### src/rtl/fetch_seq_if.sv
// fetch_seq_if: instruction-memory, redirect and decode-side signals of the
// fetch sequencer. The master modport is the sequencer; the slave modport is
// its environment (memory, branch unit and decode).
interface fetch_seq_if;
  logic        im_req;
  logic [31:0] im_addr;
  logic        im_ack;
  logic [31:0] im_rdata;
  logic        redir_valid;
  logic [31:0] redir_pc;
  logic        f_valid;
  logic [31:0] f_instr;
  logic [31:0] f_pc;
  logic        f_exc;
  logic        d_ready;

  modport master (
    output im_req, im_addr, f_valid, f_instr, f_pc, f_exc,
    input  im_ack, im_rdata, redir_valid, redir_pc, d_ready
  );

  modport slave (
    input  im_req, im_addr, f_valid, f_instr, f_pc, f_exc,
    output im_ack, im_rdata, redir_valid, redir_pc, d_ready
  );
endinterface

### src/rtl/fetch_seq.sv
// fetch_seq: instruction fetch sequencer with a 2-entry output buffer.
// A request is only issued when a buffer slot is guaranteed free at ack time,
// so the buffer never overflows. Redirects flush the buffer; an ack still
// outstanding at redirect time is absorbed in DROP and its data discarded.
// Optional feature macro: FETCH_ALIGN_CHK_EN (misaligned redirect pushes an
// address-error marker and halts fetching until the next aligned redirect).
module fetch_seq (
  input  logic        clk,
  input  logic        reset,
  fetch_seq_if.master bus
);

  localparam logic [1:0]  ST_IDLE  = 2'd0;
  localparam logic [1:0]  ST_REQ   = 2'd1;
  localparam logic [1:0]  ST_DROP  = 2'd2;
  localparam logic [31:0] RST_PC   = 32'h0000_3004;
  localparam logic [31:0] RST_REQ  = 32'h0000_3000;

  // Buffer entry layout: [64:33] instruction, [32:1] address, [0] exc marker.
  function automatic logic [64:0] make_ent(input logic [31:0] instr,
                                           input logic [31:0] addr,
                                           input logic        exc);
    make_ent = {instr, addr, exc};
  endfunction

  // Sequential address, modulo 2^32.
  function automatic logic [31:0] next_addr(input logic [31:0] addr);
    next_addr = addr + 32'd4;
  endfunction

  logic [1:0]  state, state_nx;
  logic [31:0] pc, pc_nx;
  logic [31:0] req_addr, req_addr_nx;
  logic [1:0]  count, count_nx;
  logic [64:0] ent0, ent0_nx;
  logic [64:0] ent1, ent1_nx;
  logic        halted, halted_nx;
  logic        req_on;

  logic        pop;
  logic [1:0]  cnt_after_pop;
  logic        push;
  logic [64:0] push_ent;
  logic        flush;
  logic [31:0] tgt;
  logic        misal;

`ifdef FETCH_ALIGN_CHK_EN
  assign tgt   = bus.redir_pc;
  assign misal = (bus.redir_pc[1:0] != 2'b00);
`else
  assign tgt   = bus.redir_pc & 32'hFFFF_FFFC;
  assign misal = 1'b0;
`endif

  assign pop           = (count != 2'd0) && bus.d_ready;
  assign cnt_after_pop = count - {1'b0, pop};

  // FSM, fetch address and push decision; redirect outranks every other event.
  always_comb begin
    state_nx    = state;
    pc_nx       = pc;
    req_addr_nx = req_addr;
    halted_nx   = halted;
    push        = 1'b0;
    push_ent    = 65'd0;
    flush       = 1'b0;
    if (bus.redir_valid) begin
      flush = 1'b1;
      pc_nx = tgt;
      if (misal) begin
        halted_nx = 1'b1;
        push      = 1'b1;
        push_ent  = make_ent(32'd0, tgt, 1'b1);
        case (state)
          ST_IDLE: state_nx = ST_IDLE;
          ST_REQ:  state_nx = bus.im_ack ? ST_IDLE : ST_DROP;
          ST_DROP: state_nx = bus.im_ack ? ST_IDLE : ST_DROP;
          default: state_nx = ST_IDLE;
        endcase
      end else begin
        halted_nx = 1'b0;
        case (state)
          ST_IDLE: begin
            state_nx    = ST_REQ;
            req_addr_nx = tgt;
          end
          ST_REQ, ST_DROP: begin
            if (bus.im_ack) begin
              state_nx    = ST_REQ;
              req_addr_nx = tgt;
            end else begin
              state_nx = ST_DROP;
            end
          end
          default: begin
            state_nx    = ST_REQ;
            req_addr_nx = tgt;
          end
        endcase
      end
    end else begin
      case (state)
        ST_IDLE: begin
          if (!halted && (cnt_after_pop <= 2'd1)) begin
            state_nx    = ST_REQ;
            req_addr_nx = pc;
          end else begin
            state_nx = ST_IDLE;
          end
        end
        ST_REQ: begin
          if (bus.im_ack) begin
            push     = 1'b1;
            push_ent = make_ent(bus.im_rdata, req_addr, 1'b0);
            pc_nx    = next_addr(req_addr);
            // After the push the count is at most 1 only if the buffer drained.
            if (cnt_after_pop == 2'd0) begin
              req_addr_nx = next_addr(req_addr);
            end else begin
              state_nx = ST_IDLE;
            end
          end else begin
            state_nx = ST_REQ;
          end
        end
        ST_DROP: begin
          if (bus.im_ack) begin
            if (halted) begin
              state_nx = ST_IDLE;
            end else begin
              state_nx    = ST_REQ;
              req_addr_nx = pc;
            end
          end else begin
            state_nx = ST_DROP;
          end
        end
        default: state_nx = ST_IDLE;
      endcase
    end
  end

  // Output buffer: flush, shift on pop, write push into first free slot.
  always_comb begin
    ent0_nx  = ent0;
    ent1_nx  = ent1;
    count_nx = count;
    if (flush) begin
      count_nx = {1'b0, push};
      if (push) begin
        ent0_nx = push_ent;
      end else begin
        ent0_nx = ent0;
      end
    end else begin
      if (pop) begin
        ent0_nx = ent1;
      end else begin
        ent0_nx = ent0;
      end
      if (push) begin
        if (cnt_after_pop == 2'd0) begin
          ent0_nx = push_ent;
        end else begin
          ent1_nx = push_ent;
        end
      end else begin
        ent1_nx = ent1;
      end
      count_nx = cnt_after_pop + {1'b0, push};
    end
  end

  // State registers with synchronous reset; a pending request is abandoned.
  always_ff @(posedge clk) begin
    if (reset) begin
      state    <= ST_REQ;
      pc       <= RST_PC;
      req_addr <= RST_REQ;
      count    <= 2'd0;
      ent0     <= 65'd0;
      ent1     <= 65'd0;
      halted   <= 1'b0;
      req_on   <= 1'b1;
    end else begin
      state    <= state_nx;
      pc       <= pc_nx;
      req_addr <= req_addr_nx;
      count    <= count_nx;
      ent0     <= ent0_nx;
      ent1     <= ent1_nx;
      halted   <= halted_nx;
      req_on   <= (state_nx != ST_IDLE);
    end
  end

  assign bus.im_req  = req_on;
  assign bus.im_addr = req_addr;
  assign bus.f_valid = (count != 2'd0) && !reset;
  assign bus.f_instr = bus.f_valid ? ent0[64:33] : 32'd0;
  assign bus.f_pc    = bus.f_valid ? ent0[32:1] : 32'd0;
`ifdef FETCH_ALIGN_CHK_EN
  assign bus.f_exc   = bus.f_valid & ent0[0];
`else
  logic unused_exc;
  assign unused_exc  = ent0[0];
  assign bus.f_exc   = 1'b0;
`endif

endmodule
### src/flat_wrapper.sv
// flat-port wrapper written by rule: the top's interface ports become plain ports
module fetch_seq_flat 
  (clk, reset, bus_im_req, bus_im_addr, bus_f_valid, bus_f_instr, bus_f_pc, bus_f_exc, bus_im_ack, bus_im_rdata, bus_redir_valid, bus_redir_pc, bus_d_ready);
  fetch_seq_if bus_i ();
  input  logic clk;
  input  logic reset;
  output wire logic [$bits(bus_i.im_req)-1:0] bus_im_req;
  output wire logic [$bits(bus_i.im_addr)-1:0] bus_im_addr;
  output wire logic [$bits(bus_i.f_valid)-1:0] bus_f_valid;
  output wire logic [$bits(bus_i.f_instr)-1:0] bus_f_instr;
  output wire logic [$bits(bus_i.f_pc)-1:0] bus_f_pc;
  output wire logic [$bits(bus_i.f_exc)-1:0] bus_f_exc;
  input wire logic [$bits(bus_i.im_ack)-1:0] bus_im_ack;
  input wire logic [$bits(bus_i.im_rdata)-1:0] bus_im_rdata;
  input wire logic [$bits(bus_i.redir_valid)-1:0] bus_redir_valid;
  input wire logic [$bits(bus_i.redir_pc)-1:0] bus_redir_pc;
  input wire logic [$bits(bus_i.d_ready)-1:0] bus_d_ready;
  assign bus_im_req = bus_i.im_req;
  assign bus_im_addr = bus_i.im_addr;
  assign bus_f_valid = bus_i.f_valid;
  assign bus_f_instr = bus_i.f_instr;
  assign bus_f_pc = bus_i.f_pc;
  assign bus_f_exc = bus_i.f_exc;
  assign bus_i.im_ack = bus_im_ack;
  assign bus_i.im_rdata = bus_im_rdata;
  assign bus_i.redir_valid = bus_redir_valid;
  assign bus_i.redir_pc = bus_redir_pc;
  assign bus_i.d_ready = bus_d_ready;
  fetch_seq u_core (.clk(clk), .reset(reset), .bus(bus_i));
endmodule
### config.mk
export PLATFORM = sky130hd
export DESIGN_NAME = fetch_seq_flat
export DESIGN_NICKNAME = d
export VERILOG_FILES = /design/src/rtl/fetch_seq_if.sv /design/src/rtl/fetch_seq.sv /design/src/flat_wrapper.sv
export SDC_FILE = /design/constraint.sdc
export NUM_CORES = 1
export LEC_CHECK = 0
export BUFFER_PORTS_ARGS = -buffer_cell sky130_fd_sc_hd__buf_2
export CORE_MARGIN = 4
export CORE_UTILIZATION = 57
export CTS_BUF_LIST = sky130_fd_sc_hd__clkbuf_16
export DETAILED_ROUTE_END_ITERATION = 8
export MAX_ROUTING_LAYER = met4
export PLACE_DENSITY = 0.81
export SLEW_MARGIN = 20
export SYNTH_ARGS = -nofsm -noshare
export SYNTH_HDL_FRONTEND = slang
export SYNTH_SLANG_ARGS = --single-unit
### constraint.sdc
create_clock -name clk -period 3.4 [get_ports clk]
set_input_delay 0.34 -clock clk [delete_from_list [all_inputs] [get_ports clk]]
set_output_delay 0.34 -clock clk [all_outputs]
set_load 0.01 [all_outputs]
# After elaboration in Yosys (flattened, before gate mapping)
# Index checks and enable logic that the tools add are counted.
# op_classes
n_addsub	3
magnitude_cmp	1
eq_ne	8
mux	33
bitwise	2
reduce_logical	17
# op_table
operator	n
$mux 65	8
$mux 32	12
$pmux 32 s3	1
$add 32x3->32 const B	1
$mux 2	5
$ne 3x3->1 const B	3
$reduce_bool 2->1	4
$mux 1	6
$ne 3x2->1 const B	2
$pmux 2 s3	1
$reduce_and 6->1	1
$reduce_or 2->1	3
$logic_not 2->1	2
$reduce_and 2->1	2
$reduce_bool 4->1	1
$reduce_and 3->1	1
$add 2x1->2	1
$eq 2x1->1 const B	1
$eq 2x2->1 const B	1
$le 2x1->1 const B	1
$logic_and 1x1->1	2
$ne 2x1->1 const B	1
$not 1->1	2
$sub 2x1->2	1
$logic_not 1->1	1
# word_totals
register_bits	199
out_inout_bits	99
wordCells	73

# Longest topological paths before layout
# logic_depth
word_depth	9
ltp_mapped	12
depth_no_buf	8

# Least setup slack after synthesis
# Ideal clock, no wire load.
# synth_path
path_kind	flip-flop to flip-flop
from	reg u_core.count[1]
to	reg u_core.req_addr[12] (netlist: u_core.bus.im_addr[12])
arrival_ns	2.938
t_required_ns	3.278
path_slack_ns	0.340
path_stages_with_launch	12
n_path_buf	3
synth_period_minus_slack_ns	3.060
cell_sequence	dfxtp_1 -> o21ai_0 -> clkbuf_1 -> clkinv_1 -> clkbuf_1 -> ha_1 -> xor2_1 -> a31oi_1 -> and3_1 -> clkbuf_1 -> o21ai_0 -> a221o_1
# synth_via
elab_chain_cells	6
# synth_rtl
element	line	rtl
from (decl)	fetch_seq.sv:34	logic [1:0] count, count_nx;
from (signal assigned)	fetch_seq.sv:190	count <= count_nx;
$reduce_bool 2->1	fetch_seq.sv:56	assign pop = (count != 2'd0) && bus.d_ready;
$logic_and 1x1->1	fetch_seq.sv:56	
$sub 2x1->2 *	fetch_seq.sv:57	assign cnt_after_pop = count - {1'b0, pop};
$le 2x1->1 or $logic_not 2->1 (tied branches)	fetch_seq.sv:105, fetch_seq.sv:118	
$ne 3x2->1 (no line)	-	
$reduce_and 6->1 (no line) *	-	
to (signal assigned)	fetch_seq.sv:189	req_addr <= req_addr_nx;
to (decl)	fetch_seq.sv:33	logic [31:0] req_addr, req_addr_nx;
# Mark *: on every way between the ends. The rest lies on a longest branch, timed or not.
# A chain may end at the register's enable or synchronous reset.

# Final worst setup path
# layout_path
from	reg u_core.count[1]
to	reg u_core.req_addr[13] (netlist: u_core.bus.im_addr[13])
# Same word-level chain as after synthesis.

==> results.toml <==
[min_path]
holdPathEnd = "u_core.ent1[59]"
whs_path_depth = 3
min_from = "bus_im_rdata[26]"
hold_path_class = "primary input to flop"

[timing]
final-setup-viol-count = 0
setup_tns_ns = 0
slew_headroom = 0.493
fin_crit_ns = 2.76
rsz0062_at_grt = "false"
max_slew.worst_pin.slew_ns = 0.757
slew_violations = 0
period_share = 0.812
fmax_ghz = 0.362
clock-skew-final_ns = 0.00718
final_hold_viol_count = 0

[drt]
wl_mm = 27.9
wl_per_cell_um = 17.2
first_iter_violations = 851
drc_errors = 0
postRouteAntennaNets = 0
vias = 9782
drtPass1Iterations = 5
viasPerCell = 6.02

[setup_path]
slowest_stage = "xor2_1"
crit_buf_inv = 2
ff2ff_setup_slack_ns = 0.64
cp_max_fo = 13
end_kind = "flop"
r2r_cells = 8
crit_family = "compound AO/OA/AOI/OAI gates"
start_kind = "flop"
max_stage_delay_ns = 0.59
rr_endpoint = "u_core.bus.im_addr[13]"
critical_path_class = "flop to flop"
required_ns = 3.71
cp_data_arrival_time_ns = 3.08
crit_path_start = "u_core.count[1]"
crit_chain = "o21ai_4 -> clkinv_1 -> ha_1 -> xor2_1 -> a31oi_1 -> and3_1 -> buf_4 -> o32a_1"
regToRegStartpoint = "u_core.count[1]"

[die]
rows = 47
die_x_um = 140
io_pins = 168
initial_core_util = 0.590
dieArea_sq_mm = 0.0195
core-area_sq_mm = 0.0168
die_h_um = 140

[cells_and_area]
final_common_cell = "nand2_1"
fill_cells = 1446
regArea_sq_mm = 0.00394
drive_gt1_frac = 0.174
area_delta_synth_final_pct = 15.6
nets = 1470
finalInstanceArea_sq_mm = 0.0114
layout_common_cells = "nand2_1, dfxtp_1, buf_2, a21oi_1, nor2_1"
multi_input_area_sq_mm = 0.00545

[power_and_ir_drop]
p_sw_mw = 1.62
p_leak_nw = 4.45
comb_power_share = 0.175
ir_worst_vdd_v = 0.000399
p_per_area_mw_per_mm2 = 489
clock_power_share = 0.357
p_seq_frac = 0.468
p_sw_frac = 0.290
p_int_mw = 3.97

[clock_tree]
clk-insertion-delay-late_ns = 0.43
clkTransAtPathRegs_ns = 0.07
holdBufCountCts = 0
cts_sinks = 197
numCtsBuffers = 17
htree_levels = 4
clockRootBuffer = "clkbuf_16"
cts_max_path_buffers = 2
cts-resized-gates = 0
cts_setup_buffers = 0
cts_tree = "yes"

[synthesis]
yosysSeqAreaShare = 0.399
yosysWarnings = 0
syn_area_per_cell_sq_um = 7.60
synth_cell_type_count = 62
syn-num-nets = 1376
synthArstFlopShare = 0
synth-edff-count = 0
synth_seq_cells = 197
syn_area_sq_mm = 0.00988
synth_cells = 1300
synth-main-ff-cell = "dfxtp_1"

[placement]
place_congestion = 0.912
port-buffer-count = 164
dp_hpwl_mm = 17.6
placed_cell_area_sq_mm = 0.0109

[global_route]
grt_pass1_wl_mm = 44.8
grt_max_degree = 88
grt_overflow = 0
antenna_found_initial = 1
grt_pass1_vias = 9107
grt_util_all_layers = 0.281

[run_status]
status = "finished clean"

[flow_run]
cap_violations = 0
## power groups by stage
stage	clock network (mW)	logic [mW]	registers, mW
floorplan	0	0.689	2.60
global placement	0	0.943	2.65
detailed placement	0	0.962	2.66
CTS	2.02	0.971	2.61
global route	2.11	1.08	2.63
finish	2.00	0.979	2.61
## cell families after synthesis
family	Yosys count	share of synthesized area
buffers and inverters	139	0.0557
other	1	0.000379
xor gates and xnor gates	27	0.0239
and+or+nand+nor	590	0.292
DFF	197	0.399
adders and majority gates	7	0.00886
AOI/OAI and AO/OA	330	0.211
muxes	9	0.00911
## sequential cells by signal (all words and copies together), names as in the netlist
signal and count:
u_core.bus.im_addr 32, u_core.bus.im_req 1, u_core.count 2, u_core.ent0 64, u_core.ent1 64, u_core.pc 32, u_core.state 2
## layer usage
metal  vias up  share of wire  wire length, um  track usage
met5         -              0                0            -
met4         0          0.030              829        0.104
met3        66          0.068             1900       0.0477
met2       396           0.48            13400        0.457
met1      4628           0.42            11800        0.352
li1       4692              -                -            -
## tightest hold or removal path, cell delays in order
cell	delay, ns
buf_2	0.10
nand2_1	0.05
a21oi_1	0.05
## final cells by class
cell class,instances,share of cell area
Antenna cell,1,0.000219
Clock buffer,17,0.0372
Clock inverter,13,0.0126
Inverter,18,0.00591
Multi-Input combinational cell,964,0.477
Sequential cell,197,0.345
Tap cell,220,0.0241
Timing Repair Buffer,196,0.0980
## synthesized netlist by cell type (9+ instances only)
library cell	number	area, sq um
and2_1	67	419
or3_1	43	269
nor2_1	124	465
clkbuf_1	101	379
o22ai_1	24	150
dfxtp_1	197	3940
nor3_1	48	240
xnor2_1	18	158
a21oi_1	160	801
a221oi_1	20	175
a22oi_1	19	143
xor2_1	9	78.8
a211oi_1	13	97.6
nand3_1	15	75.1
nand2_1	202	758
buf_2	12	60.1
o32ai_1	15	131
mux2i_1	9	90.1
inv_1	17	63.8
nand2b_1	51	319
o21ai_0	25	125
## stage by stage
step	hold slack [ns]	cells	worst slack, ns	power, mW	util
after detailed placement	0.442	1595	0.665	3.62	0.648
after CTS	0.147	1625	0.661	5.60	0.682
final	0.156	1626	0.639	5.59	0.682
after global placement	0.437	1595	0.715	3.60	0.648
after floorplan	0.432	1300	0.340	3.29	-
after global routing	0.157	1626	0.477	5.82	0.682
## worst max path at each step
stage / to / slack, ns / cells after the start
after floorplan: u_core.bus.im_addr[12] / 0.34 / 11
after global placement: u_core.bus.im_addr[13] / 0.72 / 8
after detailed placement: u_core.bus.im_addr[13] / 0.67 / 8
after CTS: u_core.bus.im_addr[13] / 0.66 / 8
after global routing: u_core.bus.im_addr[13] / 0.48 / 8
final: u_core.bus.im_addr[13] / 0.64 / 8
No activity file was read; power rests on OpenSTA's default activity.
